<file path="config.mk">
export PLATFORM = sky130hd
export DESIGN_NAME = alu_64_flat
export DESIGN_NICKNAME = d
export VERILOG_FILES = /design/src/rtl/alu_64_if.sv /design/src/rtl/alu_64.sv /design/src/flat_wrapper.sv
export SDC_FILE = /design/constraint.sdc
export NUM_CORES = 1
export LEC_CHECK = 0
export ABC_AREA = 1
export ABC_CLOCK_PERIOD_IN_PS = 8000
export CAP_MARGIN = 20
export CORE_MARGIN = 5
export CORE_UTILIZATION = 60
export CTS_CLUSTER_DIAMETER = 100
export DETAILED_ROUTE_END_ITERATION = 8
export PLACE_DENSITY = 0.87
export SETUP_SLACK_MARGIN = 0.02
export SYNTH_ARGS = -nofsm -noshare
export SYNTH_HDL_FRONTEND = slang
export SYNTH_SLANG_ARGS = --single-unit
</file>
<file path="constraint.sdc">
create_clock -name clk -period 8 [get_ports clk]
set_input_delay 2.4 -clock clk [delete_from_list [all_inputs] [get_ports clk]]
set_output_delay 2.4 -clock clk [all_outputs]
set_load 0.005 [all_outputs]
</file>
<file path="src/rtl/alu_64_if.sv">
// Operand/result bundle for the 64-bit registered ALU.
//
// Handshake: there is none. Every rising clk edge captures mode/a/b, and the
// matching out/CC become visible right after that edge. They stay stable
// until the next edge, so throughput is one operation per clock.
interface alu_64_if;
  logic [1:0]  mode;
  logic [63:0] a;
  logic [63:0] b;
  logic [63:0] out;
  logic [2:0]  CC;

  // The driver of operands and consumer of results.
  modport master (
    output mode,
    output a,
    output b,
    input  out,
    input  CC
  );

  // The ALU itself.
  modport slave (
    input  mode,
    input  a,
    input  b,
    output out,
    output CC
  );
endinterface

</file>
<file path="src/rtl/alu_64.sv">
// 64-bit ALU with a single register stage on result and condition codes.
// Operations: 0 = ADD, 1 = SUB, 2 = AND, 3 = XOR.
// CC[2] = ZF (result is zero), CC[1] = SF (result bit 63), CC[0] = OF.
module alu_64 (
  input  logic     clk,
  input  logic     rst,
  alu_64_if.slave  bus
);

  localparam logic [1:0] MODE_ADD = 2'd0;
  localparam logic [1:0] MODE_SUB = 2'd1;
  localparam logic [1:0] MODE_AND = 2'd2;
  localparam logic [1:0] MODE_XOR = 2'd3;

  logic [63:0] w_b_op;
  logic        w_cin;
  logic [63:0] w_arith;
  logic [63:0] w_result;
  logic        w_zf;
  logic        w_sf;
  logic        w_of;
  logic [63:0] r_out;
  logic [2:0]  r_cc;

  // Shared adder: SUB is a + ~b + 1, so one adder serves both arithmetic
  // modes. Overflow uses the effective second operand, which turns the SUB
  // rule (sign of a differs from sign of b) into the ADD rule on ~b.
  always_comb begin
    w_b_op   = bus.b;
    w_cin    = 1'b0;
    w_result = '0;
    w_of     = 1'b0;
    if (bus.mode == MODE_SUB) begin
      w_b_op = ~bus.b;
      w_cin  = 1'b1;
    end
    w_arith = bus.a + w_b_op + {63'd0, w_cin};
    case (bus.mode)
      MODE_ADD, MODE_SUB: begin
        w_result = w_arith;
        w_of     = (bus.a[63] == w_b_op[63]) && (w_arith[63] != bus.a[63]);
      end
      MODE_AND: w_result = bus.a & bus.b;
      MODE_XOR: w_result = bus.a ^ bus.b;
      default:  w_result = '0;
    endcase
    w_zf = (w_result == 64'd0);
    w_sf = w_result[63];
  end

  // Result and flag register; reset wins over the operation sampled at the same edge.
  always_ff @(posedge clk) begin
    if (rst) begin
      r_out <= 64'd0;
      r_cc  <= 3'b000;
    end else begin
      r_out <= w_result;
      r_cc  <= {w_zf, w_sf, w_of};
    end
  end

  assign bus.out = r_out;
  assign bus.CC  = r_cc;

endmodule

</file>
<file path="src/flat_wrapper.sv">
// flat-port wrapper written by rule: the top's interface ports become plain ports
module alu_64_flat 
  (clk, rst, bus_mode, bus_a, bus_b, bus_out, bus_CC);
  alu_64_if bus_i ();
  input  logic clk;
  input  logic rst;
  input wire logic [$bits(bus_i.mode)-1:0] bus_mode;
  input wire logic [$bits(bus_i.a)-1:0] bus_a;
  input wire logic [$bits(bus_i.b)-1:0] bus_b;
  output wire logic [$bits(bus_i.out)-1:0] bus_out;
  output wire logic [$bits(bus_i.CC)-1:0] bus_CC;
  assign bus_i.mode = bus_mode;
  assign bus_i.a = bus_a;
  assign bus_i.b = bus_b;
  assign bus_out = bus_i.out;
  assign bus_CC = bus_i.CC;
  alu_64 u_core (.clk(clk), .rst(rst), .bus(bus_i));
endmodule
</file>
Yosys cells after proc, flatten, opt, wreduce, memory -nomap -nowiden
Index checks and enable logic that the tools add are counted.

Output and inout bits: 67. Flip-flop bits (word level): 67. Input bits: 132. Word-level logic and storage cells: 22.

Reductions and logical operators: 5. Mux-type cells: 3. $add $sub $neg: 2. Bitwise operators: 4. Equality and inequality tests: 5.

Operators with widths (count): $pmux 64 s3 (1); $add 64x1->64 (1); $add 64x64->64 (1); $and 64x64->64 (1); $logic_not 64->1 (1); $mux 64 (1); $not 64->64 (1); $xor 64x64->64 (1); $eq 2x2->1 const B (2); $reduce_or 2->1 (2); $eq 2x1->1 const B (1); $logic_not 2->1 (1); $eq 1x1->1 (1); $logic_and 1x1->1 (1); $mux 1 (1); $ne 1x1->1 (1); $not 1->1 (1).

Logic depth before layout (Yosys ltp)
Depth in word-level cells: 6. Mapped depth: 25. Mapped depth without buffers: 24.

Worst setup path after synthesis
Ideal clock, no wire load.

Path kind: input -> register. From: input bus_mode[1]. To: register u_core.r_cc[2] (netlist: u_core.bus.CC[2]). Data required time: 7.927 ns. Library setup time: 0.073 ns. Setup slack: 3.085 ns. Data arrival time: 4.842 ns. Path buffers: 1. Stages: 21. Cells stage by stage: inv_2 > nand2_4 > buf_1 > xnor2_1 > ha_1 > nand2_1 > nor2_2 > inv_1 > nor2_2 > nand4_1 > nand3_1 > nand2_1 > nand3_1 > nand2_1 > nand3_1 > nand2_1 > nor2_1 > nand2_1 > nor2_1 > nand2_1 > nor3_2.

Cells in the longest elaborated chain, start to end: 6. Elaborated cells between the ends (all ways): 11. Classes of those cells: add/sub: 2; eq/ne: 3; mux: 3; reduce/logical: 3.

RTL lines: start, declared (line flat_wrapper.sv:7) `input wire logic [$bits(bus_i.mode)-1:0] bus_mode;`; $eq 2x1->1 (line alu_64.sv:33, alu_64.sv:38); $mux 64 (line alu_64.sv:33) `if (bus.mode == MODE_SUB) begin`; $add 64x64->64 (line alu_64.sv:37) `w_arith = bus.a + w_b_op + {63'd0, w_cin};`; $add 64x1->64 (line alu_64.sv:37); $pmux 64 s3 (*) (line alu_64.sv:38) `case (bus.mode)`; $logic_not 64->1 (*) (line alu_64.sv:47) `w_zf = (w_result == 64'd0);`; end signal, assigned (line alu_64.sv:58) `r_cc <= {w_zf, w_sf, w_of};`; end, declared (line alu_64.sv:23) `logic [2:0] r_cc;`.

Every way passes the cells marked *; elsewhere a longest branch is shown, timed or not. A chain may end at the register's enable or synchronous reset.

Worst setup path in the final report
From: input bus_mode[0]. To: register u_core.r_cc[2] (netlist: u_core.bus.CC[2]).

Same word-level chain as after synthesis.

==> impl_metrics.toml <==
[grt]
grt.met3_usage_pct = 12.0
grt_pass1_wl_um = 66200
grt_max_degree = 68
grt_busiest_layer = "met2"
grt_overflow_total = 0
use_met2_pct = 58.4
gr-usage-met1_pct = 51.5
antenna_found_initial = 0
first_global_vias = 12991
track_usage_pct = 38.5

[floorplanning]
die-area_um2 = 21100
core-area_um2 = 18000
initial_utilization_pct = 61.0
die_h_um = 145
dieWidth_um = 145
floorplan.rows = 49
io_pins = 199

[logic_synthesis]
synth_area_per_cell_um2 = 5.27
async_flop_share_pct = 0
synthTopCellsByArea = "nand2_1 27%, ha_1 14%, inv_1 14%"
synthesis.area_um2 = 11000
synthFlopType = "dfxtp_1"
synth.distinct_cells = 33
synthesis.nets = 2345
synth_top_area_cell = "nand2_1"
syn-instance-count = 2085
synth_edf_count = 0
synth_top_area_share_pct = 27.4
yosysSeqAreaShare_pct = 12.0
yosys_warnings = 0
synth-seq-cells = 66

[timing]
fin_setup_tns_ns = 0
period_share_pct = 78.5
fin_crit_ns = 6.28
whs_ns = 2.72
slew_headroom_pct = 44.2
rsz0062_at_grt = "false"
setup_viol = 0
max_slew.worst_pin.slew_ns = 0.837
final_hold_viol_count = 0
slew_viol_final = 0
fmax_mhz = 159

[setup_path]
worst_path_max_delay_cell = "clkdlybuf4s50_1"
critPathKind = "primary input to flip-flop"
path_max_fanout = 26
crit_path_frequent_cell = "nand2_1"
worstPathRequired_ns = 8.28
startpoint_type = "primary input"
slowest_delay_ns = 0.49
crit_path_end_kind = "flip-flop"
crit_arrival_ns = 6.56
cp_cell_sequence = "clkdlybuf4s50_1 -> nand2_4 -> buf_4 -> xnor2_1 -> ha_1 -> nand2_1 -> nor2_1 -> nand2_1 -> nor3_1 -> nand3_1 -> nand3_1 -> nand2_1 -> nand3_1 -> nand2_1 -> nor2_1 -> nand2_1 -> nor2_1 -> nand2_1 -> nor3_2"

[place]
port_buffers = 198
gp_congestion = 1.13
dp_cells = 2478
dp_hpwl_um = 34900

[clock_tree]
cts_hold_buf = 0
cts_setup_buffers = 0
cts-buffers-inserted = 9
clk_pin_slew_ns = 0.07
post_cts_resized = 0
root_buffer = "clkbuf_16"
h-tree-depth = 3
clockBufferDepth = 2
numClockSinks = 66
cts_tree = "yes"

[route]
firstDrtPassIters = 6
drtIter0Drc = 1798
routed_via_density = 5.56
wl_per_cell_um = 17.1
totalWireLength_um = 42600
drc = 0
via_count = 13870
antenna_left = 0

[power]
vdd_ir_drop_max_v = 0.000138
pwr-share-clk_pct = 22.4
p_switching_uw = 894
leakagePower_uw = 0.00764
seq_power_share_pct = 19.7
intPower_uw = 1020
powerDensity_nw_per_um2 = 142
pwr-share-comb_pct = 57.9
swShare_pct = 46.7

[layout]
fillers = 1549
area.growth.synth_to_final_pct = 22.6
instances_no_fill = 2496
fin_nets = 2522
num_antenna_cells = 0
drive_above_1_share_pct = 2.38

[hold_path]
hold_depth = 3
hold_path_startpoint = "rst"
hp-class = "primary input to flip-flop"
holdPathEnd = "u_core.bus.out[59]$_SDFF_PP0_"

[status]
status = "finished, final reports clean"

[flow_run]
maxCapViolations = 0
## area by class of cell
class / instances / area (um2) / share of cell area [%]
tap: 229 / 287 / 2.12
clock buffer: 9 / 225 / 1.67
sequential: 66 / 1320 / 9.80
timing repair buffer: 205 / 2050 / 15.2
clock inverter: 7 / 77.6 / 0.575
multi-input combinational: 1556 / 7930 / 58.8
inverter: 424 / 1590 / 11.8
## per-stage QoR
step / total power (uW) / worst slack, ns / area (um2) / utilization [%]
final: 1910 / 1.72 / 13500 / 74.8
after global routing: 2040 / 1.40 / 13500 / 74.8
after global placement: 1420 / 1.57 / 13100 / 72.9
after detailed placement: 1440 / 1.49 / 13100 / 72.9
after CTS: 1870 / 1.84 / 13400 / 74.6
after floorplan: 1050 / 3.08 / 11000 / -
## worst max-delay path by stage
stage | startpoint | end | slack [ns] | cells after the start
floorplan | bus_mode[1] | u_core.bus.CC[2]$_SDFF_PP0_ | 3.08 | 21
global placement | bus_mode[0] | u_core.bus.CC[2]$_SDFF_PP0_ | 1.57 | 19
detailed placement | bus_mode[0] | u_core.bus.CC[2]$_SDFF_PP0_ | 1.49 | 19
CTS | bus_mode[0] | u_core.bus.CC[2]$_SDFF_PP0_ | 1.84 | 19
global route | bus_mode[0] | u_core.bus.CC[2]$_SDFF_PP0_ | 1.40 | 21
finish | bus_mode[0] | u_core.bus.CC[2]$_SDFF_PP0_ | 1.72 | 19
## kinds of logic (layout without fill, tap and decap cells)
kind of cell	count (synthesis)	in the layout	share of synthesized area (%)
adders and majority gates	128	128	14.6
buffers and inverters	463	645	15.8
DFF	66	66	12.0
xor gates and xnor gates	64	64	5.10
and+or+nand+nor	1252	1252	47.0
AOI/OAI and AO/OA	112	112	5.38
## cells in the final DEF, fill, tap and decap left out, types with 3 or more instances in the layout
cell type        count
buf_4                5
nand2_2             10
clkbuf_16            9
inv_1              417
nor2_2               8
nand3b_1            18
clkdlybuf4s50_1    196
nor4_1               4
ha_1               127
nand4_1             24
a21oi_1             88
xnor2_1             62
nand2_1            804
nor3_1              11
o21ai_0              9
nor2_1             180
inv_2                5
dfxtp_1             66
o21bai_1             9
nand3_1            185
o21ai_1              3
## power by group through the flow
stage                     Combinational (uW)  Clock [uW]  Sequential [uW]
after detailed placement                1060           0              384
after global placement                  1040           0              383
after CTS                               1070         431              377
after floorplan                          660           0              388
after global routing                    1210         443              380
final                                   1110         429              377
## sequential cells by signal, summed over array words and instances, names as in the netlist
signal / cells
u_core.bus.CC: 3
u_core.bus.out: 63
## worst max-delay path: cells and delay by family
family	cells	cell delay [ns]
XOR/XNOR	1	0.11
adder cells (fa/ha/maj)	1	0.43
buffers and inverters	2	0.98
AND/OR/NAND/NOR	15	2.61
## cells in the mapped netlist, types with 2 or more instances
| cell type | count |
|---|---|
| nand2_1 | 804 |
| inv_1 | 417 |
| nand3_1 | 185 |
| nor2_1 | 180 |
| ha_1 | 127 |
| a21oi_1 | 88 |
| dfxtp_1 | 66 |
| xnor2_1 | 62 |
| nand4_1 | 24 |
| clkbuf_1 | 21 |
| nand3b_1 | 18 |
| buf_1 | 16 |
| nor3_1 | 11 |
| nand2_2 | 10 |
| o21ai_0 | 9 |
| o21bai_1 | 9 |
| nor2_2 | 8 |
| inv_2 | 5 |
| nor4_1 | 4 |
| o21ai_1 | 3 |
| and2_1 | 2 |
| clkinv_1 | 2 |
| nand3_2 | 2 |
| nor3_2 | 2 |
| xor2_1 | 2 |
## per-layer routing
layer / part of all wire, % / vias up
li1: - / 6714
met4: 3.9 / 0
met3: 14 / 126
met5: 0 / -
met1: 41 / 6171
met2: 42 / 859
No activity file was read; power rests on OpenSTA's default activity.
